==> config.mk <==
export PLATFORM = sky130hd
export DESIGN_NAME = hardtanh_backward
export DESIGN_NICKNAME = d
export VERILOG_FILES = /design/src/rtl/hardtanh_backward.sv
export SDC_FILE = /design/constraint.sdc
export NUM_CORES = 1
export LEC_CHECK = 0
export CAP_MARGIN = 10
export CORE_ASPECT_RATIO = 0.8
export CORE_MARGIN = 8
export CORE_UTILIZATION = 41
export DETAILED_ROUTE_END_ITERATION = 10
export MAX_ROUTING_LAYER = met4
export PLACE_DENSITY = 0.85
export SYNTH_ARGS = -nofsm -noshare
export SYNTH_HDL_FRONTEND = slang
export SYNTH_SLANG_ARGS = --single-unit
==> constraint.sdc <==
create_clock -name clk -period 1.5 [get_ports clk]
set_input_delay 0.3 -clock clk [delete_from_list [all_inputs] [get_ports clk]]
set_output_delay 0.3 -clock clk [all_outputs]
set_load 0.01 [all_outputs]
==> src/rtl/hardtanh_backward.sv <==
// rtl/hardtanh_backward.sv - hardtanh gradient mask joining saved-x and upstream-grad streams
// Optional: define HARDTANH_BWD_CLIP_COUNT_EN to add the per-tensor clip_count output.
module hardtanh_backward #(
  parameter int MAX_VAL                     = 64,
  parameter int MIN_VAL                     = -64,
  parameter int DATA_IN_0_PRECISION_0       = 8,
  parameter int DATA_IN_0_PRECISION_1       = 4,
  parameter int GRAD_PRECISION_0            = 8,
  parameter int DATA_IN_0_TENSOR_SIZE_DIM_0 = 8,
  parameter int DATA_IN_0_TENSOR_SIZE_DIM_1 = 1,
  parameter int DATA_IN_0_PARALLELISM_DIM_0 = 2,
  parameter int DATA_IN_0_PARALLELISM_DIM_1 = 1
) (
  input  logic                             clk,
  input  logic                             rst,
  input  logic [DATA_IN_0_PRECISION_0-1:0] data_in_0 [DATA_IN_0_PARALLELISM_DIM_0*DATA_IN_0_PARALLELISM_DIM_1],
  input  logic                             data_in_0_valid,
  output logic                             data_in_0_ready,
  input  logic [GRAD_PRECISION_0-1:0]      grad_in_0 [DATA_IN_0_PARALLELISM_DIM_0*DATA_IN_0_PARALLELISM_DIM_1],
  input  logic                             grad_in_0_valid,
  output logic                             grad_in_0_ready,
  output logic [GRAD_PRECISION_0-1:0]      grad_out_0 [DATA_IN_0_PARALLELISM_DIM_0*DATA_IN_0_PARALLELISM_DIM_1],
  output logic                             grad_out_0_valid,
  input  logic                             grad_out_0_ready,
`ifdef HARDTANH_BWD_CLIP_COUNT_EN
  output logic                             grad_out_0_last,
  output logic [$clog2(DATA_IN_0_TENSOR_SIZE_DIM_0*DATA_IN_0_TENSOR_SIZE_DIM_1+1)-1:0] clip_count
`else
  output logic                             grad_out_0_last
`endif
);

  localparam int N     = DATA_IN_0_PARALLELISM_DIM_0 * DATA_IN_0_PARALLELISM_DIM_1;
  localparam int BEATS = (DATA_IN_0_TENSOR_SIZE_DIM_0 / DATA_IN_0_PARALLELISM_DIM_0) *
                         (DATA_IN_0_TENSOR_SIZE_DIM_1 / DATA_IN_0_PARALLELISM_DIM_1);
  localparam int CW    = (BEATS > 1) ? $clog2(BEATS) : 1;
  localparam int GW    = GRAD_PRECISION_0;

  // Bounds are compared on raw integers, so the fraction width only has to be sane.
  if (DATA_IN_0_PRECISION_1 > DATA_IN_0_PRECISION_0) begin : g_frac_check
    $error("hardtanh_backward: fractional bits exceed total width of x");
  end

  logic [N-1:0]  pass;
  logic [GW-1:0] masked    [N];
  logic [GW-1:0] main_data [N];
  logic [GW-1:0] skid_data [N];
  logic          main_valid, main_last;
  logic          skid_valid, skid_last;
  logic          accept, beat_last;
  logic [CW-1:0] beat_cnt;

  always_comb begin
    for (int i = 0; i < N; i++) begin
      pass[i]   = (32'($signed(data_in_0[i])) > MIN_VAL) &&
                  (32'($signed(data_in_0[i])) < MAX_VAL);
      masked[i] = pass[i] ? grad_in_0[i] : '0;
    end
  end

  // Readies are gated by rst so both streams see back-pressure while in reset.
  assign data_in_0_ready = rst && grad_in_0_valid && !skid_valid;
  assign grad_in_0_ready = rst && data_in_0_valid && !skid_valid;
  assign accept          = data_in_0_valid && grad_in_0_valid && !skid_valid;
  assign beat_last       = (beat_cnt == CW'(BEATS - 1));

  always_ff @(posedge clk or negedge rst) begin
    if (!rst) begin
      beat_cnt <= '0;
    end else if (accept) begin
      beat_cnt <= beat_last ? '0 : beat_cnt + CW'(1);
    end
  end

`ifdef HARDTANH_BWD_CLIP_COUNT_EN
  localparam int CCW = $clog2(DATA_IN_0_TENSOR_SIZE_DIM_0 * DATA_IN_0_TENSOR_SIZE_DIM_1 + 1);
  logic [CCW-1:0] beat_clips, clip_acc, clip_total, main_clip, skid_clip;

  always_comb begin
    beat_clips = '0;
    for (int i = 0; i < N; i++) begin
      beat_clips = beat_clips + CCW'(!pass[i]);
    end
  end

  // Each beat carries the running total, so the last beat holds the full tensor count.
  assign clip_total = clip_acc + beat_clips;

  always_ff @(posedge clk or negedge rst) begin
    if (!rst) begin
      clip_acc <= '0;
    end else if (accept) begin
      clip_acc <= beat_last ? '0 : clip_total;
    end
  end

  assign clip_count = main_clip;
`endif

  always_ff @(posedge clk or negedge rst) begin
    if (!rst) begin
      main_valid <= 1'b0;
      main_last  <= 1'b0;
      skid_valid <= 1'b0;
      skid_last  <= 1'b0;
      for (int i = 0; i < N; i++) begin
        main_data[i] <= '0;
        skid_data[i] <= '0;
      end
`ifdef HARDTANH_BWD_CLIP_COUNT_EN
      main_clip <= '0;
      skid_clip <= '0;
`endif
    end else if (skid_valid) begin
      // Skid full implies main full and no accept this cycle.
      if (grad_out_0_ready) begin
        main_data  <= skid_data;
        main_last  <= skid_last;
        skid_valid <= 1'b0;
`ifdef HARDTANH_BWD_CLIP_COUNT_EN
        main_clip  <= skid_clip;
`endif
      end
    end else if (accept) begin
      if (!main_valid || grad_out_0_ready) begin
        main_valid <= 1'b1;
        main_data  <= masked;
        main_last  <= beat_last;
`ifdef HARDTANH_BWD_CLIP_COUNT_EN
        main_clip  <= clip_total;
`endif
      end else begin
        skid_valid <= 1'b1;
        skid_data  <= masked;
        skid_last  <= beat_last;
`ifdef HARDTANH_BWD_CLIP_COUNT_EN
        skid_clip  <= clip_total;
`endif
      end
    end else if (grad_out_0_ready) begin
      main_valid <= 1'b0;
    end
  end

  assign grad_out_0       = main_data;
  assign grad_out_0_valid = main_valid;
  assign grad_out_0_last  = main_last;

endmodule

==> impl_metrics.ini <==
[critical_path]
r2r_cells = 4
worstSetupPathType = in -> reg
cpMaxStageDelayCell = clkdlybuf4s50_1
r2r_end = grad_out_0_last$_DFFE_PN0P_
path_cells = clkdlybuf4s50_1 > or3b_4 > o2111a_2 > a22o_1
slowest_delay_ns = 0.41
worstSetupStartpointType = primary input
reg2reg_from = skid_valid$_DFF_PN0_
crit_fanout = 8
cp-end-kind = flip-flop
r2r_slack_ns = 0.08
cp.arrival_ns = 1.64
worst-endpoint-required_ns = 1.68

[placed_design]
portBuffers = 56
place_area_um2 = 2611
routabilityCongestion = 0.8575
hpwlAfterDp_mm = 4.016

[cts]
ctsLongestPathBuffers = 2
cts_tree = done
numCtsBuffers = 5
clk_pin_slew_ns = 0.08
cts_root_buffer = clkbuf_8
cts.sinks = 38
htreeDepth = 2
clk_latency_ns = 0.30

[global_route]
grt_pass1_wl_mm = 8.845
grt_usage_pct = 16.79
grt_max_degree = 27
grt_overflow = 0
grt_pass1_vias = 1820
antenna_found_initial = 0

[min_path]
worstHoldPathType = in -> async

[drt]
drt_iter0_drc = 99
drc_errors = 0
routed_wl_mm = 5.485
vias_per_cell = 5.617
vias = 1747
wl_per_cell_um = 17.64
first_pass_iters = 4
ant_nets = 0

[sta]
timing.fmax_ghz = 0.6875
period_needed_ns = 1.455
slew_violations = 0
finalHoldViolCount = 0
finalCritPeriodShare_pct = 96.97
tightest_slew_ns = 0.3255
rsz0062_at_grt = false
setup_violations = 0
clock_skew_ns = 0.008331
slew_headroom_pct = 78.30

[synthesis]
yosysSeqAreaShare_pct = 52.45
synth.most_common_cell = nand3_1
synthDominantCellAreaShare_pct = 52.45
ys_warn_count = 0
synth_nets = 211
synth_ff_type = dfrtp_1
ys_seq_elements = 38
synthArstFlopShare_pct = 100.0
postSynthCellCount = 173
synth_area_um2 = 1813
synth_edf_count = 0
yosys.area.top_type = dfrtp_1
syn_area_per_cell_um2 = 10.48
synthDistinctLibCells = 32
yosys-top-cells-area = dfrtp_1 52%, nand3_1 11%, o211ai_1 5.8%, o21ai_0 5.0%, a22o_1 3.9%
synthTopCellsByCount = 40 x nand3_1, 38 x dfrtp_1, 18 x o21ai_0, 14 x o211ai_1, 9 x clkbuf_1

[run_status]
status = finished, final reports clean

[floorplan]
fp.dieW_um = 90.35
ioPinCount = 57
core-area_um2 = 4230
start_util_pct = 42.86
die_y_um = 75.48
row_count = 21
dieArea_um2 = 6819

[power]
power_density_nw_per_um2 = 1072
p_total_mw = 2.984
p_leak_nw = 1.394
vdd_drop_max_mv = 0.6128

[finish]
final_area_um2 = 2784
syn_to_final_growth_pct = 53.55
n_antenna_cell = 0
final_nets = 291
final_layout_size_suffix_gt1_share_pct = 22.44

[flow_run]
cap_violations = 0
-- cell families (layout without fill, tap and decap cells) --
group	Yosys count	in the layout	synth area share, %
mux	3	3	1.863
fa+ha+maj	1	1	0.6900
xor+xnor	2	2	0.9664
buf+inv	17	98	4.140
flops	38	38	52.45
simple gates	56	56	16.36
compound gates	56	56	23.53
-- power by group --
part | internal (mW) | leakage [nW] | total, mW | switching [mW]
clock | 0.369 | 0.0472 | 0.731 | 0.362
sequential | 1.25 | 0.500 | 1.37 | 0.124
combinational | 0.495 | 0.846 | 0.881 | 0.386
total | 2.11 | 1.39 | 2.98 | 0.872
-- per-stage QoR --
stage / hold WS (ns) / util, % / setup WS, ns / TNS (ns) / cells
global route: 0.07946 / 65.81 / 0.003114 / 0 / 311
finish: 0.03657 / 65.81 / 0.04544 / 0 / 311
global placement: 0.2890 / 61.73 / -0.4721 / -14.15 / 300
detailed placement: 0.2911 / 61.73 / -0.4999 / -14.87 / 300
floorplan: 0.004409 / - / -0.08469 / -0.6261 / 173
CTS: 0.04015 / 64.77 / 0.001831 / 0 / 311
-- timing repair --
action,in CTS,in global routing
hold buffers,1,0
endpoints found under the setup margin,40,39
hold endpoints to repair,12,0
resized for setup,29,24
pin swaps,12,4
buffers inserted,1,0
cloned,1,0
-- worst max-delay path by stage --
stage	startpoint	endpoint	slack (ns)
detailed placement	data_in_0[10]	skid_data[9]$_DFFE_PN0P_	-0.50
global route	skid_valid$_DFF_PN0_	data_in_0_ready	0.003
CTS	grad_out_0[0]$_DFFE_PN0P_	grad_out_0[0]	0.002
global placement	data_in_0[10]	skid_data[10]$_DFFE_PN0P_	-0.47
floorplan	data_in_0[0]	grad_out_0[6]$_DFFE_PN0P_	-0.08
finish	data_in_0[9]	skid_data[14]$_DFFE_PN0P_	0.05
-- cell type report --
class / count / area (um2)
clock inverters: 2 / 12.51
repair buffers: 87 / 850.8
clock buffers: 6 / 82.58
flip-flops and latches: 38 / 950.9
inverters: 3 / 11.26
fillers: 336 / 1446
multi-input cells: 118 / 804.5
well taps: 57 / 71.32
-- critical path, delay by kind of cell --
kind	cells	cell delay, ns
AO/OA/AOI/OAI	2	0.53
AND/OR/NAND/NOR	1	0.40
buffers and inverters	1	0.41
-- layer usage --
metal | track usage (%) | part of all wire (%) | routed length, um
met1 | 19.49 | 44 | 2427
met3 | 4.035 | 5.4 | 296
met2 | 28.58 | 49 | 2684
met4 | 5.699 | 1.4 | 76
met5 | - | 0 | 0
-- flip-flops by register name (all words and copies together) (netlist names) --
name              count
grad_out_0           16
skid_valid            1
skid_data            16
grad_out_0_last       1
beat_cnt              2
skid_last             1
grad_out_0_valid      1
-- placed cells by master, fill, tap and decap left out, types with 2 or more instances in the layout --
cell type,n
buf_2,3
dfrtp_1,38
mux2_2,3
buf_6,2
inv_1,2
o21ai_1,6
buf_4,25
nand3_1,40
dlymetal6s2s_1,14
or4_4,2
clkbuf_8,6
clkdlybuf4s50_1,25
a22o_1,8
o2bb2ai_1,8
nand2_1,5
o21ai_0,13
o211ai_2,2
and3_1,2
o211ai_1,14
buf_12,2
dlygate4sd2_1,11
(Power assumes the default switching activity.)
